==> src/rtl/pwm_duty_sequencer_pkg.sv <==
// Shared constants, state encoding and helpers for the PWM duty sequencer.
package pwm_pkg;

  localparam int DUTY_W     = 4;
  localparam int DUTY_MAX   = 10;
  localparam int DUTY_RESET = 5;

  typedef enum logic {
    IDLE = 1'b0,
    RAMP = 1'b1
  } seq_state_t;

  function automatic logic [DUTY_W-1:0] clamp_duty(input logic [DUTY_W-1:0] code);
    return (code > DUTY_W'(DUTY_MAX)) ? DUTY_W'(DUTY_MAX) : code;
  endfunction

endpackage

==> src/rtl/pwm_duty_sequencer_debounce.sv <==
// Push-button conditioner: 2-flop synchronizer, stable-count debounce and
// a single-cycle press pulse on the accepted 0->1 transition.
module btn_debounce
  import pwm_pkg::*;
#(
  parameter int DEBOUNCE_CYC = 16
) (
  input  logic clk,
  input  logic rst_n,
  input  logic btn,
  output logic press
);

  localparam int CNT_W = $clog2(DEBOUNCE_CYC);

  logic             sync_p0;
  logic             sync_p1;
  logic             level;
  logic [CNT_W-1:0] cnt;
  logic             flip;

  assign flip = (sync_p1 != level) && (cnt == CNT_W'(DEBOUNCE_CYC - 1));

  always_ff @(posedge clk) begin
    if (!rst_n) begin
      sync_p0 <= 1'b0;
      sync_p1 <= 1'b0;
      level   <= 1'b0;
      cnt     <= '0;
      press   <= 1'b0;
    end else begin
      sync_p0 <= btn;
      sync_p1 <= sync_p0;
      press   <= flip && sync_p1;
      // Any cycle where the synced input agrees with the level restarts the count.
      if (sync_p1 != level) begin
        if (flip) begin
          level <= sync_p1;
          cnt   <= '0;
        end else begin
          cnt <= cnt + 1'b1;
        end
      end else begin
        cnt <= '0;
      end
    end
  end

endmodule

==> src/rtl/pwm_duty_sequencer.sv <==
// Duty-code sequencer for the PWM core: manual inc/dec or automatic ramp,
// with every change committed to the core only on a PWM period boundary.
module pwm_duty_sequencer
  import pwm_pkg::*;
#(
  parameter int DEBOUNCE_CYC = 16,
  parameter int RAMP_DIV     = 8
) (
  input  logic              clk,
  input  logic              rst_n,
  input  logic              btn_inc,
  input  logic              btn_dec,
  input  logic              ramp_en,
  input  logic [DUTY_W-1:0] ramp_target,
  input  logic              period_end,
  output logic [DUTY_W-1:0] duty_o,
  output logic              duty_load,
  output logic              busy,
  output logic              ramp_done,
  output logic              at_max,
  output logic              at_min
);

  localparam int                CNT_W    = (RAMP_DIV > 1) ? $clog2(RAMP_DIV) : 1;
  localparam logic [DUTY_W-1:0] MAX_CODE = DUTY_W'(DUTY_MAX);
  localparam logic [DUTY_W-1:0] RST_CODE = DUTY_W'(DUTY_RESET);

  logic inc_press;
  logic dec_press;

  btn_debounce #(.DEBOUNCE_CYC(DEBOUNCE_CYC)) u_deb_inc (
    .clk  (clk),
    .rst_n(rst_n),
    .btn  (btn_inc),
    .press(inc_press)
  );

  btn_debounce #(.DEBOUNCE_CYC(DEBOUNCE_CYC)) u_deb_dec (
    .clk  (clk),
    .rst_n(rst_n),
    .btn  (btn_dec),
    .press(dec_press)
  );

  seq_state_t        state, state_nxt;
  logic [DUTY_W-1:0] duty_pend, pend_nxt;
  logic [DUTY_W-1:0] duty_nxt;
  logic              load_nxt;
  logic              done_nxt;
  logic [CNT_W-1:0]  ramp_cnt, cnt_nxt;
  logic              done_hold, hold_nxt;
  logic [DUTY_W-1:0] done_tgt, htgt_nxt;
  logic [DUTY_W-1:0] tgt;

  assign tgt = clamp_duty(ramp_target);

  always_comb begin
    state_nxt = state;
    pend_nxt  = duty_pend;
    duty_nxt  = duty_o;
    load_nxt  = 1'b0;
    done_nxt  = 1'b0;
    cnt_nxt   = ramp_cnt;
    hold_nxt  = done_hold;
    htgt_nxt  = done_tgt;

    if (period_end && (duty_pend != duty_o)) begin
      duty_nxt = duty_pend;
      load_nxt = 1'b1;
    end

    unique case (state)
      IDLE: begin
        if (ramp_en) begin
          state_nxt = RAMP;
          cnt_nxt   = '0;
        end else begin
          hold_nxt = 1'b0;
          if (inc_press && !dec_press && (duty_pend != MAX_CODE))
            pend_nxt = duty_pend + 1'b1;
          else if (dec_press && !inc_press && (duty_pend != '0))
            pend_nxt = duty_pend - 1'b1;
        end
      end
      RAMP: begin
        // done_hold remembers a completed target so a held ramp_en idles quietly.
        if (done_hold && (tgt != done_tgt))
          hold_nxt = 1'b0;
        if (!ramp_en) begin
          state_nxt = IDLE;
        end else if ((duty_o == duty_pend) && (duty_pend == tgt) &&
                     !(done_hold && (done_tgt == tgt))) begin
          state_nxt = IDLE;
          done_nxt  = 1'b1;
          hold_nxt  = 1'b1;
          htgt_nxt  = tgt;
        end else if (period_end) begin
          if (ramp_cnt == CNT_W'(RAMP_DIV - 1)) begin
            cnt_nxt = '0;
            if (duty_pend < tgt)
              pend_nxt = duty_pend + 1'b1;
            else if (duty_pend > tgt)
              pend_nxt = duty_pend - 1'b1;
          end else begin
            cnt_nxt = ramp_cnt + 1'b1;
          end
        end
      end
    endcase
  end

  always_ff @(posedge clk) begin
    if (!rst_n) begin
      state     <= IDLE;
      duty_pend <= RST_CODE;
      duty_o    <= RST_CODE;
      duty_load <= 1'b0;
      ramp_done <= 1'b0;
      ramp_cnt  <= '0;
      done_hold <= 1'b0;
      done_tgt  <= '0;
      busy      <= 1'b0;
      at_max    <= 1'b0;
      at_min    <= 1'b0;
    end else begin
      state     <= state_nxt;
      duty_pend <= pend_nxt;
      duty_o    <= duty_nxt;
      duty_load <= load_nxt;
      ramp_done <= done_nxt;
      ramp_cnt  <= cnt_nxt;
      done_hold <= hold_nxt;
      done_tgt  <= htgt_nxt;
      busy      <= (state_nxt != IDLE) || (pend_nxt != duty_nxt);
      at_max    <= (duty_nxt == MAX_CODE);
      at_min    <= (duty_nxt == '0);
    end
  end

endmodule
==> config.mk <==
export PLATFORM = sky130hd
export DESIGN_NAME = pwm_duty_sequencer
export DESIGN_NICKNAME = d
export VERILOG_FILES = /design/src/rtl/pwm_duty_sequencer_pkg.sv /design/src/rtl/pwm_duty_sequencer_debounce.sv /design/src/rtl/pwm_duty_sequencer.sv
export SDC_FILE = /design/constraint.sdc
export NUM_CORES = 1
export LEC_CHECK = 0
export CAP_MARGIN = 0
export CORE_AREA = 2 2 84 86
export DETAILED_ROUTE_END_ITERATION = 16
export DIE_AREA = 0 0 86 88
export GPL_TIMING_DRIVEN = 0
export MAX_ROUTING_LAYER = met4
export PLACE_DENSITY = 0.43
export SLEW_MARGIN = 5
export SYNTH_ARGS = -nofsm -noshare
export SYNTH_HDL_FRONTEND = slang
export SYNTH_SLANG_ARGS = --single-unit
==> constraint.sdc <==
create_clock -name clk -period 4.43 [get_ports clk]
set_clock_uncertainty 0.05 [all_clocks]
set_input_delay 1.1075 -clock clk [delete_from_list [all_inputs] [get_ports clk]]
set_output_delay 1.1075 -clock clk [all_outputs]
set_load 0.01 [all_outputs]
Word level (Yosys, flattened, before mapping)
Cells that the tools add are included.
{"block": "word_totals", "word_cells": 106, "inputBits": 10, "register_bits": 38}
{"block": "op_classes", "magnitude_cmp": 3, "n_reduce_logical": 26, "mux": 29, "n_bitwise": 4, "n_eq_ne": 18, "add_sub_neg": 5}
{"cell": "2-to-1 mux 4 bit", "n": 11}
{"cell": "2-to-1 mux 3 bit", "n": 5}
{"cell": "logical AND 1 bit", "n": 13}
{"cell": "adder 4 x 1 -> 4 bit (second input constant)", "n": 3}
{"cell": "== test 4 bit", "n": 3}
{"cell": "== test 4 bit (second input constant)", "n": 3}
{"cell": "!= test 4 bit", "n": 3}
{"cell": "!= test 2 bit (second input constant)", "n": 5}
{"cell": "2-to-1 mux 1 bit", "n": 9}
{"cell": "case mux 4 bit (2 select lines)", "n": 1}
{"cell": "case mux 3 bit (2 select lines)", "n": 1}
{"cell": "AND reduction 3 bit", "n": 2}
{"cell": "OR reduction 3 bit", "n": 2}
{"cell": "> comparator 4 bit", "n": 1}
{"cell": "> comparator 4 bit (second input constant)", "n": 1}
{"cell": "zero test 4 bit", "n": 1}
{"cell": "< comparator 4 bit", "n": 1}
{"cell": "!= test 4 bit (second input constant)", "n": 1}
{"cell": "inverter 1 bit", "n": 4}
{"cell": "case mux 1 bit (2 select lines)", "n": 2}
{"cell": "AND reduction 2 bit", "n": 2}
{"cell": "AND reduction 4 bit", "n": 1}
{"cell": "nonzero test 4 bit", "n": 1}
{"cell": "subtractor 4 x 1 -> 4 bit (second input constant)", "n": 1}
{"cell": "5 further kinds", "n": 8}

Depth between registers and ports, before layout
{"block": "logic_depth", "word_depth": 12, "ltp_mapped": 10, "mapped_depth_nobuf": 10}

Cells and area by module
From an unflattened synthesis, not the netlist that was laid out.
{"block": "unflattened", "hier_cells": 239, "hier_area_um2": 2084.5}
{"module": "pwm_duty_sequencer", "cells_per_inst": 187, "area_each_um2": 1536.5, "n_inst": 1}
{"module": "btn_debounce", "cells_per_inst": 26, "area_each_um2": 274.0, "n_inst": 2}

Worst setup path after synthesis
Ideal clock, no wire load.
{"block": "synth_timing", "path_type": "input to register", "start": "input port ramp_target[2]", "end": "register duty_pend[2]", "setup_ns": 0.134, "path_stages": 8, "setup_slack_ns": 1.322, "arrival_ns": 2.924, "cell_sequence": "o21ai_0 -> and2_1 -> ha_1 -> nand4_1 -> a311oi_1 -> or2_4 -> o221a_4 -> or4_1"}
{"block": "synth_via", "elab_chain_len": 10, "word_cells_on_any_way": 17, "classes_between": "order compare (3); eq/ne (2); mux (8); reduce/logical (4)"}
{"item": "start: declaration", "line_no": "pwm_duty_sequencer.sv:14", "source": "input logic [DUTY_W-1:0] ramp_target,"}
{"item": "> comparator 4 bit *", "line_no": "pwm_duty_sequencer_pkg.sv:14", "source": "return (code > DUTY_W'(DUTY_MAX)) ? DUTY_W'(DUTY_MAX) : code;"}
{"item": "2-to-1 mux 4 bit *", "line_no": "pwm_duty_sequencer_pkg.sv:14"}
{"item": "via tgt[0]", "line_no": "pwm_duty_sequencer.sv:53", "source": "logic [DUTY_W-1:0] tgt;"}
{"item": "> comparator 4 bit", "line_no": "pwm_duty_sequencer.sv:102", "source": "else if (duty_pend > tgt)"}
{"item": "2-to-1 mux 4 bit", "line_no": "pwm_duty_sequencer.sv:102"}
{"item": "2-to-1 mux 4 bit", "line_no": "pwm_duty_sequencer.sv:100", "source": "if (duty_pend < tgt)"}
{"item": "2-to-1 mux 4 bit", "line_no": "pwm_duty_sequencer.sv:98", "source": "if (ramp_cnt == CNT_W'(RAMP_DIV - 1)) begin"}
{"item": "2-to-1 mux 4 bit", "line_no": "pwm_duty_sequencer.sv:97", "source": "end else if (period_end) begin"}
{"item": "2-to-1 mux 4 bit *", "line_no": "pwm_duty_sequencer.sv:91", "source": "end else if ((duty_o == duty_pend) && (duty_pend == tgt) &&"}
{"item": "2-to-1 mux 4 bit *", "line_no": "pwm_duty_sequencer.sv:89", "source": "if (!ramp_en) begin"}
{"item": "case mux 4 bit (2 select lines) *", "line_no": "pwm_duty_sequencer.sv:72", "source": "unique case (state)"}
{"item": "end signal: assignment", "line_no": "pwm_duty_sequencer.sv:127", "source": "duty_pend <= pend_nxt;"}
{"item": "end: declaration", "line_no": "pwm_duty_sequencer.sv:46", "source": "logic [DUTY_W-1:0] duty_pend, pend_nxt;"}
Mark *: on every way through the listed nets, which the timed path passes. The rest lies on a longest branch.
A chain may end at the register's enable or synchronous reset.

Final worst setup path
{"block": "layout_timing", "start": "input port ramp_target[2]", "end": "register busy"}
{"block": "layout_via", "elab_chain_len": 12, "word_cells_on_any_way": 22, "classes_between": "order compare (3); eq/ne (3); mux (11); reduce/logical (5)"}
{"item": "> comparator 4 bit *", "line_no": "pwm_duty_sequencer_pkg.sv:14"}
{"item": "2-to-1 mux 4 bit *", "line_no": "pwm_duty_sequencer_pkg.sv:14"}
{"item": "via tgt[0]", "line_no": "pwm_duty_sequencer.sv:53"}
{"item": "> comparator 4 bit", "line_no": "pwm_duty_sequencer.sv:102"}
{"item": "2-to-1 mux 4 bit", "line_no": "pwm_duty_sequencer.sv:102"}
{"item": "2-to-1 mux 4 bit", "line_no": "pwm_duty_sequencer.sv:100"}
{"item": "2-to-1 mux 4 bit", "line_no": "pwm_duty_sequencer.sv:98"}
{"item": "2-to-1 mux 4 bit", "line_no": "pwm_duty_sequencer.sv:97"}
{"item": "2-to-1 mux 4 bit", "line_no": "pwm_duty_sequencer.sv:91"}
{"item": "2-to-1 mux 4 bit", "line_no": "pwm_duty_sequencer.sv:89"}
{"item": "case mux 4 bit (2 select lines)", "line_no": "pwm_duty_sequencer.sv:72"}
{"item": "!= test 4 bit", "line_no": "pwm_duty_sequencer.sv:134", "source": "busy <= (state_nxt != IDLE) || (pend_nxt != duty_nxt);"}
{"item": "logical OR 1 bit *", "line_no": "pwm_duty_sequencer.sv:134"}
{"item": "end signal: assignment", "line_no": "pwm_duty_sequencer.sv:134"}
{"item": "end: declaration", "line_no": "pwm_duty_sequencer.sv:18", "source": "output logic busy,"}
Marked as above.

==> out/metrics.csv <==
metric,value,unit
H-Tree Depth,2,
core area,0.00664,mm²
origin of the critical flop-to-flop path,duty_pend[0]$_SDFF_PN1_,
Max-slew headroom,61.5,%
Routed WL per cell,13.6,µm
Setup TNS Final,0,ns
"Hold Vio Cnt, Final",0,
"Top cell by count, worst path",o21ai_0,
Synth Instances,223,
buffer and inverter count on the worst path,1,
final worst slack,0.791,ns
clk_lat worst skew,0.30,ns
row count,30,
"delay-heaviest family, CP",compound AO/OA/AOI/OAI gates,
CTS tree,done,
endpoint class of the critical path,register,
Synth-to-Final Area Change,18.9,%
fin. max-slew vios,0,
Hold Crit Class,register to register,
worst hold stages,1,
clk slew on worst S/H paths,0.08,ns
Critical Path Source Type,input pin,
HPWL Detailed,3350,µm
Slew @ Worst Pin,0.577,ns
synth top area cells,"dfxtp_1, ha_1, nor2_1",
"area leader, netlist",dfxtp_1,
Clock Root Buffer,clkbuf_8,
"EDFF count, synth",0,
main combinational cell family by area after synthesis,simple AND/OR/NAND/NOR gates,
CP required,4.59,ns
Synth Area in Simple Gates,23.8,%
CP max FO,6,
cts repair resizes,0,
critical path depth,10,
post-synthesis mux area share,6.88,%
Max Root-Sink Buffers,2,
Final #Nets,269,
share of layout cells above drive strength 1,8.03,%
"wirelength, routed",4480,µm
Max Clk Rate,275,MHz
fin crit period,3.64,ns
Async SR Flop Fraction,0,%
vias per cell,4.85,
number of global-route vias before repair,1589,
Adder-Cell Fraction of Synth Area,7.01,%
number of port buffers,18,
Worst R2R Setup Slack,1.88,ns
diode count,0,
Crit path largest cell delay,0.59,ns
worst r2r path cells,8,
# fillers,709,
Residual DRC,0,
TritonCTS Buffers,5,
part of the Yosys area used for sequential elements,38.8,%
DRT iter0 DRCs,55,
GR Util All Layers,13.6,%
Synth Area in Compound Gates,14.0,%
first-pass GRT wire length,7650,µm
R2R Path End,busy$_SDFF_PN0_,
Die Y,88,µm
initial antenna violation count,0,
setup bufs post-CTS,0,
"Max stage delay cell, worst path",clkdlybuf4s50_1,
hold endpoint,u_deb_dec.sync_p1$_SDFF_PN0_,
Power Density,285,mW/mm²
cell area after synthesis,0.00196,mm²
xor and xnor area share after synthesis,6.25,%
Yosys top cell area share,38.8,%
Post-synth top flop,dfxtp_1,
die area,0.00757,mm²
grt total ovfl,0,
synth unique cells,46,
crit-path cells,clkdlybuf4s50_1 -> o21ai_0 -> and2_1 -> ha_1 -> nand4_1 -> a311oi_1 -> or2_4 -> o21ai_0 -> a211o_1 -> a41oi_1,
Power Total,666,µW
period utilization,82.2,%
P_leak,0.952,nW
CP arrival,3.80,ns
Setup Viol. Count Final,0,
GPL Wtd Cong,0.762,
Top Ports,19,
crit path kind,input pin to register,
post-route ant nets,0,
Placement Setup Slack,0.449,ns
post-cts hold buffer count,0,
largest net degree at the start of global routing,12,
clk sinks,38,
# Max-Cap Violations,0,
Worst IR Drop VDD,0.109,mV
RSZ-0062 raised after global routing,no,
#FFs+latches synth,38,
worst hold start,u_deb_dec.sync_p0$_SDFF_PN0_,
result of the run,finished clean,
routed via count,1595,
Post-Syn Area per Cell,8.80,µm²
initial core utilization,29.5,%
synth warn,0,
Synth Net Count,244,
detailed-router iteration count before antenna repair,4,
Die Span X,86,µm
==> cell families after synthesis <==
family                     count (synthesis)
AOI/OAI and AO/OA                         37
xor gates and xnor gates                  14
and+or+nand+nor                           93
adders and majority gates                 11
DFF                                       38
muxes                                     13
buffers and inverters                     17
==> cell type report <==
class                           instances  area (µm²)  share of cell area, %
Timing Repair Buffer                   18         180                   7.72
Clock inverter                          1        5.00                  0.214
Buffer                                  6        23.8                   1.02
Inverter                               11        41.3                   1.77
Tap cell                               80         100                   4.29
Sequential cell                        38         761                   32.6
Multi-Input combinational cell        168        1140                   48.7
Clock buffer                            7        86.3                   3.70
==> worst max-delay path by stage <==
stage / start / end / slack (ns)
after floorplan: ramp_target[2] / duty_pend[2]$_SDFF_PN1_ / 1.32
after global placement: ramp_target[2] / busy$_SDFF_PN0_ / 0.45
after detailed placement: ramp_target[2] / busy$_SDFF_PN0_ / 0.45
after CTS: ramp_target[2] / busy$_SDFF_PN0_ / 0.75
after global routing: ramp_target[3] / busy$_SDFF_PN0_ / 0.54
final: ramp_target[2] / busy$_SDFF_PN0_ / 0.79
==> layer usage <==
metal  wire length (µm)  global-route usage [%]
met5                  0                       -
met4                 72                    4.76
met3                134                    3.30
met2               2080                    22.6
met1               2190                    16.0
==> cells in the mapped netlist (all sizes together) (2+ instances only) <==
| cell type | count |
|---|---|
| a211oi | 2 |
| a21oi | 12 |
| a311oi | 2 |
| and2 | 6 |
| and3 | 3 |
| buf | 3 |
| clkbuf | 3 |
| dfxtp | 38 |
| ha | 11 |
| inv | 10 |
| mux2 | 4 |
| mux2i | 9 |
| nand2 | 17 |
| nand2b | 8 |
| nand3 | 9 |
| nand3b | 3 |
| nand4 | 5 |
| nor2 | 27 |
| nor2b | 4 |
| nor3 | 5 |
| o21ai | 5 |
| o221a | 2 |
| o31a | 2 |
| o31ai | 2 |
| or2 | 2 |
| or4 | 2 |
| xnor2 | 6 |
| xor2 | 8 |
==> report_power, final <==
group	leakage (nW)	switching (mW)	total, mW	internal (mW)
logic	0.596	0.0328	0.0603	0.0276
registers	0.308	0.00319	0.350	0.347
clock network	0.0482	0.130	0.256	0.126
total	0.952	0.166	0.666	0.500
==> flip-flops by register name (all words and copies together), names as in the netlist, 3 cells and up <==
register       count
u_deb_inc.cnt      4
duty_pend          4
ramp_cnt           3
duty_o             4
done_tgt           4
u_deb_dec.cnt      4
==> placed cells by master, fill, tap and decap left out, types with 4 or more instances in the layout <==
| cell type | netlist | final |
|---|---|---|
| clkbuf_8 | 0 | 6 |
| clkbuf_1 | 3 | 4 |
| nand4_1 | 5 | 5 |
| mux2_2 | 4 | 4 |
| inv_1 | 10 | 10 |
| nand2b_1 | 8 | 8 |
| nor3_1 | 5 | 5 |
| ha_1 | 11 | 11 |
| nand3_1 | 9 | 9 |
| xor2_1 | 8 | 8 |
| dfxtp_1 | 38 | 38 |
| nor2_1 | 27 | 27 |
| and2_1 | 6 | 6 |
| a21oi_1 | 12 | 12 |
| clkdlybuf4s50_1 | 0 | 18 |
| nand2_1 | 17 | 17 |
| o21ai_0 | 5 | 5 |
| mux2i_1 | 9 | 9 |
| xnor2_1 | 6 | 6 |
==> per-stage QoR <==
step / instance area [µm²] / util, % / cells / hold slack, ns
6_report: 2330 / 35.1 / 329 / 0.386
5_1_grt: 2330 / 35.1 / 329 / 0.408
4_1_cts: 2330 / 35.1 / 329 / 0.390
3_5_place_dp: 2240 / 33.8 / 321 / 0.372
3_3_place_gp: 2240 / 33.8 / 321 / 0.365
2_1_floorplan: 1960 / - / 223 / 0.362
Power figures use the tool's default switching activity.
